`src/rtl/fetch_unit.sv`:
```
// Instruction-fetch stage: owns the PC, addresses the ROM combinationally and
// registers the returned word into a valid/ready slot toward decode.
module fetch_unit #(
  parameter logic [31:0] RESET_VECTOR = 32'h0000_0000,
  parameter logic [31:0] NOP_INSTR    = 32'h0000_0013
) (
  input  logic        clk,
  input  logic        rst,
  output logic [31:0] rom_addr,
  input  logic [31:0] rom_data,
  input  logic        redirect_valid,
  input  logic [31:0] redirect_target,
  output logic        out_valid,
  input  logic        out_ready,
  output logic [31:0] out_instr,
  output logic [31:0] out_pc,
  output logic [31:0] out_pc_plus4,
  output logic        out_misaligned,
  output logic [31:0] fetch_count
);

  typedef enum logic {RUN, FAULT} state_t;

  state_t      state;
  logic [31:0] pc;
  logic        slot_free;
  logic        accept;

  assign rom_addr  = pc;
  assign slot_free = !out_valid || out_ready;
  assign accept    = out_valid && out_ready;

  always_ff @(posedge clk) begin
    if (rst) begin
      pc             <= RESET_VECTOR;
      state          <= RUN;
      out_valid      <= 1'b0;
      out_instr      <= NOP_INSTR;
      out_pc         <= 32'h0;
      out_pc_plus4   <= 32'h4;
      out_misaligned <= 1'b0;
      fetch_count    <= 32'h0;
    end else begin
      // The handshake completes before any flush, so it is counted regardless.
      if (accept) fetch_count <= fetch_count + 32'h1;

      if (redirect_valid) begin
        pc        <= redirect_target;
        out_valid <= 1'b0;
        state     <= RUN;
      end else begin
        case (state)
          RUN: begin
            if (slot_free) begin
              out_pc       <= pc;
              out_pc_plus4 <= pc + 32'h4;
              out_valid    <= 1'b1;
              if (pc[1:0] == 2'b00) begin
                out_instr      <= rom_data;
                out_misaligned <= 1'b0;
                pc             <= pc + 32'h4;
              end else begin
                // Misaligned target: emit a NOP fault marker and park until redirected.
                out_instr      <= NOP_INSTR;
                out_misaligned <= 1'b1;
                state          <= FAULT;
              end
            end
          end
          FAULT: begin
            if (accept) out_valid <= 1'b0;
          end
          default: state <= RUN;
        endcase
      end
    end
  end

endmodule

```
`config.mk`:
```
export PLATFORM = sky130hd
export DESIGN_NAME = fetch_unit
export DESIGN_NICKNAME = d
export VERILOG_FILES = /design/src/rtl/fetch_unit.sv
export SDC_FILE = /design/constraint.sdc
export NUM_CORES = 1
export LEC_CHECK = 0
export CORE_MARGIN = 3
export CORE_UTILIZATION = 42
export DETAILED_ROUTE_END_ITERATION = 10
export MAX_ROUTING_LAYER = met4
export PLACE_DENSITY = 0.77
export SLEW_MARGIN = 20
export SYNTH_ARGS = -nofsm -noshare
export SYNTH_HDL_FRONTEND = slang
export SYNTH_SLANG_ARGS = --single-unit
```
`constraint.sdc`:
```
create_clock -name clk -period 2 [get_ports clk]
set_input_delay 0.4 -clock clk [delete_from_list [all_inputs] [get_ports clk]]
set_output_delay 0.4 -clock clk [all_outputs]
set_load 0.01 [all_outputs]
```
Word-level counts from Yosys, hierarchy flattened

Cells that the tools add are included.

Bits in registers: 163
Logic and storage cells: 36
Output and inout port bits: 162
Input bits: 68

Bitwise gates (word level): 2
Multiplexer cells: 11
Add/sub/neg operators: 2
Reduce and logical (&&, ||, !) cells: 10
Equal/unequal tests: 3

Operator list:

| operator                | number |
|---|---|
| $mux W32                | 5 |
| $add A32 B1 Y32 const B | 1 |
| $add A32 B3 Y32 const B | 1 |
| $reduce_and A3 Y1       | 2 |
| $mux W1                 | 5 |
| $ne A2 B2 Y1 const B    | 2 |
| $reduce_bool A2 Y1      | 2 |
| $logic_not A2 Y1        | 1 |
| $ne A2 B1 Y1 const B    | 1 |
| $not A1 Y1              | 2 |
| $pmux W1 S2             | 1 |
| $reduce_and A2 Y1       | 1 |
| $reduce_or A2 Y1        | 1 |
| $logic_and A1 B1 Y1     | 1 |
| $logic_not A1 Y1        | 1 |
| $logic_or A1 B1 Y1      | 1 |

Depth between registers and ports, before layout

Gate-level depths: netlist of the first run.

Depth after elaboration: 5
Gate-level depth with buffers: 8
Depth with buffers taken out: 5

Least setup slack after synthesis of the first run

Ideal clock, no wire load.

Path kind: register to register
Start point: reg fetch_count[12]
End point: reg fetch_count[31]
Arrival: 1.922 ns
Path slack: -0.043 ns
Path buffers: 1
Stages on the path, launching flop included: 6
Data required time: 1.879 ns
Cell sequence: dfxtp_1 nand4_2 or4_4 buf_6 nor4_1 mux2_2

Longest elaborated chain between the ends: 1

Ends and longest elaborated chain:

| item                     | RTL line | text |
|---|---|---|
| start: declaration       | 19       | `output logic [31:0] fetch_count` |
| start signal: assignment | 45       | `if (accept) fetch_count <= fetch_count + 32'h1;` |
| $add A32 B1 Y32          | 45       |  |

No other way between the ends.
A chain may end at the register's enable or synchronous reset.

Worst setup path after layout of the first run

Start point: reg fetch_count[17]
End point: reg fetch_count[31]

Same word-level chain as after synthesis.

==> out/qor.csv, run 1 <==
stage,metric,value,unit
yosys,netlist_top_cells_area,"dfxtp_1 (44%), nand2_1 (6.2%), a21oi_1 (5.5%), nor2_1 (4.3%), a311oi_1 (3.7%)",
power,switching_share,25.61,%
yosys,syn_avg_cell_area,8.185,um2
sta,fmax,505.7,MHz
yosys,synth.distinct_cells,53,
worst_setup_path,critPathMaxStageDelay,0.63,ns
floorplanning,core,16880,um2
clock_network,htree_levels,4,
route,antenna_left,0,
global_routing,grt_pass1_vias,7408,
yosys,synthesis.area,7375,um2
sta,finalCritPeriodShare,98.87,%
yosys,yosys.area.top_type,dfxtp_1,
worst_hold_path,hold_path_class,in -> reg,
worst_setup_path,criticalPathCategory,reg -> reg,
layout,antenna_cells,0,
clock_network,cts_root_buf,clkbuf_16,
yosys,syn_inst,901,
sta,worstMarginPinSlew,0.5781,ns
floorplanning,die_h,138.5,um
floorplanning,start_util,43.69,%
power,seqPwrFrac,41.9,%
sta,relSlewSlack,61.11,%
sta,setup_ws,0.02256,ns
layout,area_delta_synth_final,51.54,%
worst_setup_path,critPathLaunchType,register,
floorplanning,std_cell_rows,47,
worst_setup_path,path_cells,nand2_1 > or4_4 > nor4_1 > mux2_2,
sta,finClkSkew,0.01170,ns
layout,fin_nets,1228,
power,power_leakage,3.883,nW
yosys,synth_common_cells,"dfxtp_1 (161), nand2_1 (121), nor2_1 (85)",
power,combinationalPowerShare,16.9,%
yosys,synth_edf_count,0,
route,viasPerCell,5.740,
placement,gp_congestion,0.9304,
clock_network,clk_latency,0.43,ns
sta,fin_crit,1.977,ns
sta,tns,0,ns
floorplanning,die_area,19190,um2
yosys,synth_seq_cells,161,
layout,final_util,66.22,%
yosys,yosysMostFrequentCell,dfxtp_1,
yosys,async_flop_share,0,%
yosys,synth_fp_nets,971,
clock_network,clock_sinks,161,
route,via_count,7985,
worst_setup_path,critPathCaptureType,register,
placement,pre_cts_slack,-0.3996,ns
floorplanning,die_w,138.5,um
worst_setup_path,path_delay_family,simple AND/OR/NAND/NOR gates,
layout,drive_above_1_share,13.58,%
power,clock_power_share,41.3,%
sta,holdWs,0.3420,ns
layout,fillCellCount,1401,
worst_setup_path,path_buf_inv,0,
power,p_int,6.215,mW
sta,rsz0062_at_grt,yes,
sta,hold_viol,0,
route,wl_per_cell,17.42,um
route,drc,0,
yosys,ys_seq_area_share,43.71,%
clock_network,numCtsBuffers,17,
global_routing,grt_start_max_net_pins,88,
worst_setup_path,critPathMaxFanout,12,
route,firstDrtPassIters,5,
floorplanning,pin_count,230,
route,wirelength,24.23,mm
yosys,synth_ff_type,dfxtp_1,
global_routing,grt_overflow,0,
run_status,status,"complete, no violations",
clock_network,cts_tree,built,
flow_run,cap_violations,0,
worst_setup_path,critPathRequiredTime,2.31,ns
power,ir_drop,0.0006758,V
route,drt_iter0_markers,448,
sta,slew_viol_final,0,
yosys,synth_top_area_share,43.71,%
global_routing,antenna_found_initial,0,
power,power_density,747.5,nW/um2
placement,dp_hpwl,17.23,mm
clock_network,clkTransAtPathRegs,0.07,ns
clock_network,post_cts_buffers,0,
clock_network,cts_resized,0,
global_routing,grt_pass1_wl,38.76,mm
clock_network,hold_buffers,0,
yosys,yosys_warnings,0,
power,switchingPower,2.140,mW
placement,port_buffers,229,
worst_setup_path,critPathArrivalTime,2.29,ns
global_routing,track_usage,24.98,%
sta,finalSetupViolations,0,
worst_setup_path,cp_slowest_cell,or4_4,
clock_network,clockBufferDepth,2,
## power by group through the flow
stage | clock [mW] | sequential (mW) | combinational, mW
2_1_floorplan | 0 | 3.64 | 0.508
3_3_place_gp | 0 | 3.56 | 1.38
3_5_place_dp | 0 | 3.56 | 1.39
4_1_cts | 3.51 | 3.50 | 1.40
5_1_grt | 3.65 | 3.52 | 1.51
6_report | 3.45 | 3.50 | 1.41
## layout make-up
class,count,area (um2),share of cell area [%]
well taps,220,275.3,2.463
repair buffers,323,3176,28.41
inverters,10,37.54,0.3359
multi-input cells,645,3824,34.21
clock inverters,11,151.4,1.355
clock buffers,21,480.5,4.299
flip-flops and latches,161,3232,28.92
## through the flow
stage	cell area (um2)	instances	power [mW]
6_report	11180	1391	8.354
5_1_grt	11180	1391	8.686
4_1_cts	11110	1390	8.412
3_5_place_dp	10480	1358	4.958
3_3_place_gp	10480	1358	4.942
2_1_floorplan	7380	901	4.144
## registers in the layout, indices dropped and copies added (netlist names)
signal and count:
fetch_count 32, out_instr 32, out_pc 32, rom_addr 32, out_pc_plus4 30, out_misaligned 1, out_valid 1, state 1
## metal layers
layer	vias up	GRT usage (%)	share of wire (%)
li1	3837	-	-
met1	3769	31.45	44
met2	309	38.82	46
met3	70	5.076	6.4
met4	0	11.34	3.6
met5	-	-	0
## worst register-to-register path, stage by stage, from the launching register on
cell and delay, ns:
dfxtp_1 0.40, nand2_1 0.15, or4_4 0.63, nor4_1 0.32, mux2_2 0.37
## cells in the final DEF (no fill, tap or decap), types with 17 or more instances in the layout
| master | netlist | layout |
|---|---|---|
| dfxtp_1 | 161 | 156 |
| nand3_1 | 50 | 48 |
| a311oi_1 | 31 | 29 |
| or4_1 | 36 | 36 |
| buf_4 | 2 | 81 |
| nand4_1 | 26 | 26 |
| o31ai_1 | 35 | 35 |
| clkdlybuf4s50_1 | 0 | 226 |
| nand2_1 | 121 | 121 |
| a21oi_1 | 81 | 81 |
| clkbuf_16 | 0 | 17 |
| nor2_1 | 85 | 84 |
## logic make-up after synthesis
kind of cell	Yosys count	synth area share [%]
adder cells (fa/ha/maj)	2	0.3393
AND/OR/NAND/NOR	405	27.91
XOR/XNOR	24	2.850
multiplexers	4	0.5768
buffers and inverters	96	5.378
AO/OA/AOI/OAI	209	19.24
flip-flops	161	43.71
## worst paths after layout
check,start,slack [ns],end,cells past startpoint
hold / removal,rst,0.34,out_pc[21]$_SDFFE_PP0P_,2
hold reg to reg,out_instr[31]$_SDFFE_PP0P_,0.45,out_instr[31]$_SDFFE_PP0P_,2
setup reg to reg,fetch_count[17]$_SDFFE_PP0P_,0.02,fetch_count[31]$_SDFFE_PP0P_,4
setup / recovery,fetch_count[17]$_SDFFE_PP0P_,0.02,fetch_count[31]$_SDFFE_PP0P_,4
No activity file was read; power rests on OpenSTA's default activity.
==> run 2: changes to the inputs <==
Settings changed: ABC_AREA from default to 0.
==> results of run 2 <==
Final layout, timing and power as in run 1 (identical DEF).
==> run 3: changes to the inputs <==
Settings changed: CORE_UTILIZATION 42 to 54, DONT_BUFFER_PORTS from default to 1, PLACE_DENSITY 0.77 to 0.73.
==> out/qor.csv, run 3 (same netlist as run 1, synthesis figures left out) <==
stage,metric,value,unit
worst_setup_path,path_cells,buf_4 > and4_4 > nand2_1 > buf_12 > or4_1 > a311oi_1,
worst_setup_path,critPathCaptureType,register,
worst_setup_path,critPathLaunchType,register,
sta,setup_ws,0.07057,ns
power,combinationalPowerShare,10.5,%
power,ir_drop,0.0005800,V
route,wl_per_cell,19.50,um
global_routing,grt_start_max_net_pins,165,
route,via_count,7051,
layout,design_area,8652,um2
clock_network,clkTransAtPathRegs,0.06,ns
layout,mostFrequentLayoutCells,"dfxtp_1 (157), nand2_1 (120), nor2_1 (84)",
clock_network,hold_buffers,0,
global_routing,grt_use_met1,34.88,%
route,firstDrtPassIters,5,
power,seqPwrFrac,47.9,%
flow_run,cap_violations,0,
floorplanning,pin_count,230,
clock_network,clk_latency,0.42,ns
worst_setup_path,critPathMaxStageDelay,0.47,ns
layout,fin_nets,995,
floorplanning,std_cell_rows,42,
clock_network,cts_root_buf,clkbuf_16,
placement,pre_cts_slack,-0.06743,ns
worst_setup_path,critPathRequiredTime,2.32,ns
floorplanning,start_util,55.47,%
power,power_leakage,2.966,nW
worst_setup_path,path_delay_family,simple AND/OR/NAND/NOR gates,
sta,slew_viol_final,0,
floorplanning,die_w,122.9,um
floorplanning,core,13300,um2
placement,gp_congestion,0.8990,
clock_network,htree_levels,4,
sta,finClkSkew,0.006856,ns
layout,mostFrequentLayoutCell,dfxtp_1,
power,power,7.458,mW
run_status,status,"complete, no violations",
sta,tns,0,ns
floorplanning,die_area,15090,um2
route,wirelength,21.68,mm
worst_setup_path,critPathMaxFanout,28,
power,switchingPower,1.920,mW
clock_network,clockBufferDepth,2,
sta,fmax,518.3,MHz
sta,fin_crit,1.929,ns
route,drc,0,
clock_network,numCtsBuffers,17,
power,power_density,862.0,nW/um2
sta,relSlewSlack,67.88,%
global_routing,track_usage,28.64,%
placement,dp_hpwl,15.32,mm
global_routing,grt_pass1_vias,6487,
layout,drive_above_1_share,16.24,%
global_routing,grt_overflow,0,
power,p_int,5.538,mW
power,clock_power_share,41.6,%
route,antenna_left,0,
global_routing,grt_busiest_layer,met2,
route,drt_iter0_markers,502,
power,switching_share,25.74,%
placement,postPlaceCellArea,8038,um2
sta,finalCritPeriodShare,96.47,%
sta,holdWs,0.05970,ns
floorplanning,die_h,122.9,um
global_routing,antenna_found_initial,0,
placement,port_buffers,0,
clock_network,clock_sinks,161,
worst_setup_path,criticalPathCategory,reg -> reg,
worst_setup_path,cp_slowest_cell,or4_1,
clock_network,post_cts_buffers,0,
worst_hold_path,hold_path_class,in -> reg,
worst_setup_path,path_buf_inv,2,
sta,hold_viol,0,
sta,worstMarginPinSlew,0.4818,ns
global_routing,grt_pass1_wl,33.36,mm
layout,antenna_cells,0,
global_routing,use_met3,10.05,%
clock_network,cts_tree,built,
sta,finalSetupViolations,0,
worst_setup_path,critPathArrivalTime,2.25,ns
layout,area_delta_synth_final,17.32,%
sta,rsz0062_at_grt,no,
route,viasPerCell,6.341,
global_routing,grtUsageMet2,43.05,%
[run 3: cell count changes in the layout (fill, tap and decap cells not counted), moves of 2 or more]
cell	before	now
clkbuf_8	4	1
and4_2	3	1
dlymetal6s2s_1	2	0
inv_6	2	0
clkdlybuf4s50_1	226	0
a2111oi_1	4	1
buf_12	14	8
a2111oi_2	0	2
clkinv_2	1	5
[run 3: final cells by class]
| type | count | area (um2) |
|---|---|---|
| well taps | 176 | 220.2 |
| repair buffers | 91 | 787.0 |
| inverters | 10 | 37.54 |
| clock buffers | 19 | 442.9 |
| clock inverters | 11 | 116.4 |
| multi-input cells | 644 | 3820 |
| flip-flops and latches | 161 | 3228 |
| fillers | 1132 | 4643 |
[run 3: worst paths after layout]
kind,startpoint,endpoint,slack (ns),cells past startpoint
min reg2reg,out_pc[7]$_SDFFE_PP0P_,out_pc[7]$_SDFFE_PP0P_,0.50,2
max reg2reg,rom_addr[2]$_SDFFE_PP0P_,out_pc_plus4[23]$_SDFFE_PP0P_,0.07,6
max,rom_addr[2]$_SDFFE_PP0P_,out_pc_plus4[23]$_SDFFE_PP0P_,0.07,6
min,rst,out_pc[1]$_SDFFE_PP0P_,0.06,1
[run 3: stage by stage]
stage | util [%] | instances
global placement | 60.46 | 1082
global route | 65.08 | 1112
detailed placement | 60.46 | 1082
floorplan | - | 901
CTS | 64.72 | 1112
finish | 65.08 | 1112
[run 3: power groups by stage]
stage / Sequential [mW] / Combinational [mW] / Clock [mW]
after CTS: 3.57 / 0.773 / 3.17
after global placement: 3.64 / 0.738 / 0
after global routing: 3.59 / 0.859 / 3.31
final: 3.57 / 0.780 / 3.10
after floorplan: 3.64 / 0.508 / 0
after detailed placement: 3.64 / 0.766 / 0
[run 3: timing repair]
item | in CTS | in global routing
gates resized for setup | 3 | 12
hold endpoints to repair | 0 | 0
pin swaps | 0 | 1
setup endpoints to repair | 2 | 15
[run 3: worst register-to-register path, cell delays in order (launching register included)]
cell and delay, ns:
dfxtp_2 0.33, buf_4 0.18, and4_4 0.27, nand2_1 0.10, buf_12 0.19, or4_1 0.47
a311oi_1 0.29
[run 3: layer usage]
layer,part of all wire [%],vias to the layer above
met2,46,314
met1,41,3325
li1,-,3373
met3,11,39
met5,0,-
met4,2.5,0
